**src/rtl/fwd_scoreboard.sv**
```systemverilog
// Forwarding scoreboard for a multi-lane in-order issue group.
// Tracks in-flight writers per stage and lane. Returns forward selects
// of the form {hit, stage, lane} per operand, and an in-order issue mask
// that covers load-use hazards and same-group RAW dependences.
module fwd_scoreboard #(
    parameter int LANES    = 2,
    parameter int STAGES   = 3,
    parameter int LOAD_LAT = 1,
    parameter int AWIDTH   = 5,
    localparam int SW = (STAGES > 1) ? $clog2(STAGES) : 1,
    localparam int LW = (LANES > 1) ? $clog2(LANES) : 1,
    localparam int FW = 1 + SW + LW
) (
    input  logic                     i_clk,
    input  logic                     i_rst_n,
    input  logic [LANES-1:0]         i_valid,
    input  logic [LANES*AWIDTH-1:0]  i_rs1,
    input  logic [LANES*AWIDTH-1:0]  i_rs2,
    input  logic [LANES*AWIDTH-1:0]  i_rd,
    input  logic [LANES-1:0]         i_regwrite,
    input  logic [LANES-1:0]         i_memread,
    input  logic                     i_flush,
    output logic [LANES-1:0]         o_issue,
    output logic [LANES*FW-1:0]      o_fwd_rs1,
    output logic [LANES*FW-1:0]      o_fwd_rs2,
    output logic                     o_stall,
    output logic [15:0]              o_stall_cnt
);

    logic [STAGES-1:0][LANES-1:0]             ent_v;
    logic [STAGES-1:0][LANES-1:0]             ent_ld;
    logic [STAGES-1:0][LANES-1:0][AWIDTH-1:0] ent_rd;

    logic [LANES-1:0] issue;
    logic [LANES-1:0] hazard;
    logic [LANES-1:0] intra;

    // Youngest-first scoreboard search, same-group RAW detection and prefix issue.
    always_comb begin
        logic              hit1, hit2, prev;
        logic [AWIDTH-1:0] rs1_j, rs2_j, rd_i;
        issue     = '0;
        hazard    = '0;
        intra     = '0;
        o_fwd_rs1 = '0;
        o_fwd_rs2 = '0;
        prev      = 1'b1;
        hit1      = 1'b0;
        hit2      = 1'b0;
        rs1_j     = '0;
        rs2_j     = '0;
        rd_i      = '0;
        for (int j = 0; j < LANES; j++) begin
            rs1_j = i_rs1[j*AWIDTH +: AWIDTH];
            rs2_j = i_rs2[j*AWIDTH +: AWIDTH];
            hit1  = 1'b0;
            hit2  = 1'b0;
            for (int s = 0; s < STAGES; s++) begin
                for (int l = LANES-1; l >= 0; l--) begin
                    if (!hit1 && rs1_j != '0 && ent_v[s][l] && ent_rd[s][l] == rs1_j) begin
                        hit1 = 1'b1;
                        o_fwd_rs1[j*FW +: FW] = {1'b1, SW'(s), LW'(l)};
                        if (ent_ld[s][l] && s < LOAD_LAT)
                            hazard[j] = 1'b1;
                    end
                    if (!hit2 && rs2_j != '0 && ent_v[s][l] && ent_rd[s][l] == rs2_j) begin
                        hit2 = 1'b1;
                        o_fwd_rs2[j*FW +: FW] = {1'b1, SW'(s), LW'(l)};
                        if (ent_ld[s][l] && s < LOAD_LAT)
                            hazard[j] = 1'b1;
                    end
                end
            end
            for (int i = 0; i < j; i++) begin
                rd_i = i_rd[i*AWIDTH +: AWIDTH];
                if (i_valid[i] && i_regwrite[i] && rd_i != '0 &&
                    (rd_i == rs1_j || rd_i == rs2_j))
                    intra[j] = 1'b1;
            end
            issue[j] = i_valid[j] && !hazard[j] && !intra[j] && prev;
            prev     = issue[j];
        end
    end

    assign o_issue = issue;
    assign o_stall = i_valid[0] && !issue[0];

    // Scoreboard shift: older stages always advance, stage 0 records the issued group.
    always_ff @(posedge i_clk or negedge i_rst_n) begin
        if (!i_rst_n) begin
            ent_v  <= '0;
            ent_ld <= '0;
            ent_rd <= '0;
        end else begin
            for (int s = 1; s < STAGES; s++) begin
                // A flushed stage-0 group dies instead of moving into stage 1.
                ent_v[s]  <= (i_flush && s == 1) ? '0 : ent_v[s-1];
                ent_ld[s] <= ent_ld[s-1];
                ent_rd[s] <= ent_rd[s-1];
            end
            for (int l = 0; l < LANES; l++) begin
                ent_v[0][l]  <= !i_flush && issue[l] && i_regwrite[l] &&
                                (i_rd[l*AWIDTH +: AWIDTH] != '0);
                ent_ld[0][l] <= i_memread[l];
                ent_rd[0][l] <= i_rd[l*AWIDTH +: AWIDTH];
            end
        end
    end

    // Saturating stall-cycle counter; flushed cycles are not counted.
    always_ff @(posedge i_clk or negedge i_rst_n) begin
        if (!i_rst_n)
            o_stall_cnt <= '0;
        else if (o_stall && !i_flush && o_stall_cnt != 16'hFFFF)
            o_stall_cnt <= o_stall_cnt + 16'd1;
    end

endmodule

```
**config.mk**
```make
export PLATFORM = sky130hd
export DESIGN_NAME = fwd_scoreboard
export DESIGN_NICKNAME = d
export VERILOG_FILES = /design/src/rtl/fwd_scoreboard.sv
export SDC_FILE = /design/constraint.sdc
export NUM_CORES = 1
export LEC_CHECK = 0
export CAP_MARGIN = 30
export CORE_ASPECT_RATIO = 1.5
export CORE_MARGIN = 4
export CORE_UTILIZATION = 47
export CTS_CLUSTER_DIAMETER = 60
export DETAILED_ROUTE_END_ITERATION = 8
export PLACE_DENSITY = 0.87
export SETUP_SLACK_MARGIN = 0.2
export SLEW_MARGIN = 5
export SYNTH_ARGS = -nofsm -noshare
export SYNTH_HDL_FRONTEND = slang
export SYNTH_SLANG_ARGS = --single-unit
export TNS_END_PERCENT = 5
```
**constraint.sdc**
```tcl
create_clock -name i_clk -period 2.8 [get_ports i_clk]
set_input_delay 0.56 -clock i_clk [delete_from_list [all_inputs] [get_ports i_clk]]
set_output_delay 0.56 -clock i_clk [all_outputs]
set_load 0.02 [all_outputs]
```
== Word level (Yosys, flattened, before mapping) ==
Cells that the tools add are included.
Widths: inputs -> output; s select.
Operators by class
  reduce and logical (&&, ||, !) cells: 116
  equal/unequal tests: 27
  add/subtract/negate cells: 1
  mux-type cells: 61
Operators with widths (count)
  $eq 5x5->1: 26
  $mux 4: 24
  $logic_and 1x1->1: 84
  $mux 1: 36
  $reduce_bool 5->1: 6
  $logic_not 1->1: 25
  $add 16x1->16 const B: 1
  $ne 16x16->1 const B: 1
  $mux 2: 1
  $logic_or 1x1->1: 1
Storage, ports and cells
  logic and storage cells: 216
  input port bits: 39
  bits in registers: 54

== Longest topological paths before layout ==
  word-level depth: 29
  gate-level depth with buffers: 9
  mapped depth without buffers: 8

== Worst setup path after synthesis ==
Ideal clock, no wire load.
  path type: input to output
  from: in i_rs2[2]
  to: out o_issue[1]
  arrival: 2.372 ns
  stages on the path: 8
  buffers on the path: 1
  path slack: -0.132 ns
  cells stage by stage: buf_2 or4_4 nor2_4 nor4_1 a22o_4 a21oi_1 nand4_1 nor2_1
On the way
  word-level cells in the longest chain between the ends: 12
Ends and longest elaborated chain
  start, declared: line 18  | input logic [LANES*AWIDTH-1:0] i_rs2,
  parallel branches: the longest is 8 deep, another holds $reduce_bool 5->1
  $mux 1 (*): line 66  | if (!hit2 && rs2_j != '0 && ent_v[s][l] && ent_rd[s][l] == rs2_j) begin
  $logic_not 1->1 (*): line 80  | issue[j] = i_valid[j] && !hazard[j] && !intra[j] && prev;
  $logic_and 1x1->1 (*) (2 in series): line 80
  end, declared: line 23  | output logic [LANES-1:0] o_issue,
Mark *: on every way between the ends.

== Worst setup path after layout ==
  from: reg ent_rd[6] (netlist name)
  to: out o_issue[1]
On the way
  word-level cells in the longest chain between the ends: 14
Ends and longest elaborated chain
  start, declared: line 32  | logic [STAGES-1:0][LANES-1:0][AWIDTH-1:0] ent_rd;
  start signal, assigned by index: line 99  | ent_rd[s] <= ent_rd[s-1];
  start signal, assigned by index: line 105  | ent_rd[0][l] <= i_rd[l*AWIDTH +: AWIDTH];
  parallel branches: the longest is 13 deep, another holds $eq 5x5->1
  $logic_and 1x1->1 (*): line 80
Marked as above.

==> flow_metrics.py <==
metrics = {
    "run_status": {
        "status": "complete, but fails checks",
        "violations": "setup timing",
    },
    "critical_path": {
        "cp_max_fo": 3,
        "cpPeakStageDelay_ns": 0.48,
        "crit_required_ns": 2.24,
        "crit_slowest_cell": "nor4_4",
        "setup.worst_path.class": "flop to output port",
        "reg2reg_depth": 10,
        "critical_path.top_delay_family": "simple AND/OR/NAND/NOR gates",
        "crit_arrival_ns": 2.44,
        "cp-end-kind": "output port",
        "reg2reg_to": "ent_v[1]$_DFF_PN0_",
        "regToRegSetupSlack_ns": 0.37,
        "crit_buf_inv": 2,
        "r2r_start": "ent_rd[6]$_DFF_PN0_",
        "start_kind": "flop",
        "path_cells": "buf_6 > xnor2_2 > nand4_1 > nor4_4 > nor2b_2 > o21ai_2 > nand4_1 > nor2_4 > buf_6",
    },
    "sta": {
        "fin_tns_setup_ns": -0.546,
        "timing.fmax_ghz": 0.334,
        "slew_violations": 0,
        "setup_viol": 7,
        "worst_slew_pin_slew_ns": 0.509,
        "hold_viol_final": 0,
        "period_share_pct": 107,
        "period_needed_ns": 3.00,
        "rsz0062_at_grt": "yes",
        "skew_ns": 0.00509,
        "max-slew-margin-rel_pct": 66.1,
        "timing.final.ws_setup_ns": -0.195,
    },
    "synthesis": {
        "yosys.area.top_type_share_pct": 36.2,
        "ys_top_cells_by_area": "dfrtp_1 (36%), xnor2_1 (20%), xor2_1 (14%), nand4_1 (4.7%), nor4_1 (3.5%)",
        "synthCells": 390,
        "synthesis.area_mm2": 0.00373,
        "synth_cell_types": 39,
        "yosys.area.top_type": "dfrtp_1",
        "synth_fp_nets": 430,
        "ys_ff_latch": 54,
        "avgSynthCellArea_um2": 9.56,
        "seq_area_frac_synth_pct": 36.2,
        "yosys_warnings": 0,
    },
    "place": {
        "port_buffers": 73,
        "place.gp.congestion": 1.04,
        "hpwl_mm": 10.1,
    },
    "power_and_ir_drop": {
        "p_per_area_mw_per_mm2": 351,
        "finalPower_mw": 1.94,
        "power.leakage_nw": 2.38,
        "ir_drop_mv": 0.391,
    },
    "global_routing": {
        "grt_max_degree": 24,
        "grt_pass1_wl_mm": 20.3,
        "grt_pass1_vias": 3880,
        "grt-ovfl-total": 0,
        "grt_usage_pct": 29.3,
        "grt_antenna_before_repair": 0,
    },
    "floorplanning": {
        "row_count": 39,
        "start_util_pct": 48.7,
        "die_area_mm2": 0.00945,
        "fp.dieH_um": 117,
        "num_io_pins": 74,
        "die_x_um": 80.7,
        "coreArea_mm2": 0.00766,
    },
    "cts": {
        "clockRootBuffer": "clkbuf_16",
        "cts_sinks": 54,
        "cts_tree": "yes",
        "clock_latency_ns": 0.29,
        "clkSlewWorstSetupHoldPaths_ns": 0.07,
        "htree_num_levels": 2,
        "cts_max_path_buffers": 2,
        "cts_buffers": 5,
    },
    "detailed_routing": {
        "antenna_left": 0,
        "viasPerCell": 5.68,
        "drtIter0Drc": 190,
        "routed_wl_mm": 13.6,
        "drtPass1Iterations": 4,
        "num_vias": 3627,
        "drc": 0,
        "wl_per_cell_um": 21.3,
    },
    "cells_and_area": {
        "antenna_cells": 0,
        "seqCellArea_mm2": 0.00136,
        "drive_gt1_share_pct": 35.8,
        "postLayoutCoreUtil_pct": 72.3,
        "final_common_cell": "buf_4",
        "most-common-layout-cells": "buf_4 (95), xnor2_1 (79), xor2_1 (60), dfrtp_1 (51), clkdlybuf4s50_1 (33)",
        "syn2layout_area_growth_pct": 48.4,
        "multi_input_area_mm2": 0.00246,
        "final.fill_count": 532,
        "nets": 576,
    },
    "hold_path": {
        "hold_path_class": "primary input to asynchronous set/reset pin",
    },
    "run": {
        "cap_violations": 0,
    },
}
-- state kept, by name, summed over array words and instances, names as in the netlist --
signal,cells
ent_ld,2
ent_v,6
ent_rd,30
o_stall_cnt,16
-- metal layers --
| layer | part of all wire, % | track usage [%] |
|---|---|---|
| met1 | 33 | 28.5 |
| met2 | 51 | 52.2 |
| met3 | 6.2 | 5.28 |
| met4 | 9.1 | 25.8 |
| met5 | 0 | 0 |
-- worst max path at each step --
stage / from / end / slack, ns / cells after the start
final: ent_rd[6]$_DFF_PN0_ / o_issue[1] / -0.20 / 9
after global routing: ent_rd[5]$_DFF_PN0_ / o_issue[1] / -0.26 / 8
after CTS: ent_rd[5]$_DFF_PN0_ / o_issue[1] / -0.12 / 8
after detailed placement: i_rs2[2] / o_issue[1] / -0.97 / 9
after global placement: i_rs2[2] / o_issue[1] / -0.93 / 9
after floorplan: i_rs1[2] / o_issue[1] / 0.008 / 8
-- synthesized netlist by cell type --
cell type	number
a21boi_1	1
a21oi_1	5
a22o_4	1
a22oi_4	1
a31oi_1	2
and2_1	1
and4_1	1
buf_1	1
buf_2	16
buf_4	1
buf_6	3
clkbuf_1	10
dfrtp_1	54
ha_1	1
inv_1	3
mux2_4	1
nand2_1	11
nand2b_1	2
nand3_1	9
nand4_1	28
nand4b_1	1
nor2_1	28
nor2_2	2
nor2_4	2
nor2b_1	4
nor3_1	13
nor3_2	2
nor3b_1	1
nor4_1	21
nor4_2	1
o21a_1	1
o21ai_0	5
o21ai_1	1
o21bai_1	2
or3_1	3
or4_1	4
or4_4	2
xnor2_1	85
xor2_1	60
-- final cells by class --
class                      instances  area share [%]
clock inverter                     1          0.0904
inverter                           3           0.203
tap                              102            2.31
multi-input combinational        302            44.4
clock buffer                       7            2.58
sequential                        54            24.5
timing repair buffer             170            25.9
-- metrics by stage --
step,worst slack (ns),hold WS [ns],cells,area [µm²]
global route,-0.258,0.275,639,5540
finish,-0.195,0.233,639,5540
CTS,-0.119,0.240,634,5420
global placement,-0.926,0.462,619,5120
floorplan,0.00797,0.264,390,3780
detailed placement,-0.971,0.474,619,5120
-- logic make-up after synthesis --
group / after synthesis / synth area share (%)
xor gates and xnor gates: 145 / 34.0
and+or+nand+nor: 136 / 20.7
DFF: 54 / 36.2
buffers and inverters: 34 / 4.66
AOI/OAI and AO/OA: 19 / 3.66
muxes: 1 / 0.402
adders and majority gates: 1 / 0.335
-- repair_timing --
item / CTS / global route
hold buffers: 0 / 0
endpoints found under the setup margin: 35 / 19
pin swaps: 35 / 22
buffers inserted: 7 / 5
gates resized for setup: 185 / 40
endpoints found under the hold margin: 0 / 0
-- report_power, final --
| group | switching (mW) | total, mW | internal [mW] | leakage, nW |
|---|---|---|---|---|
| registers | 0.0611 | 0.869 | 0.808 | 0.670 |
| clock network | 0.260 | 0.614 | 0.355 | 0.0739 |
| logic | 0.221 | 0.459 | 0.238 | 1.64 |
Note: power is estimated with default switching activity, not from simulation.
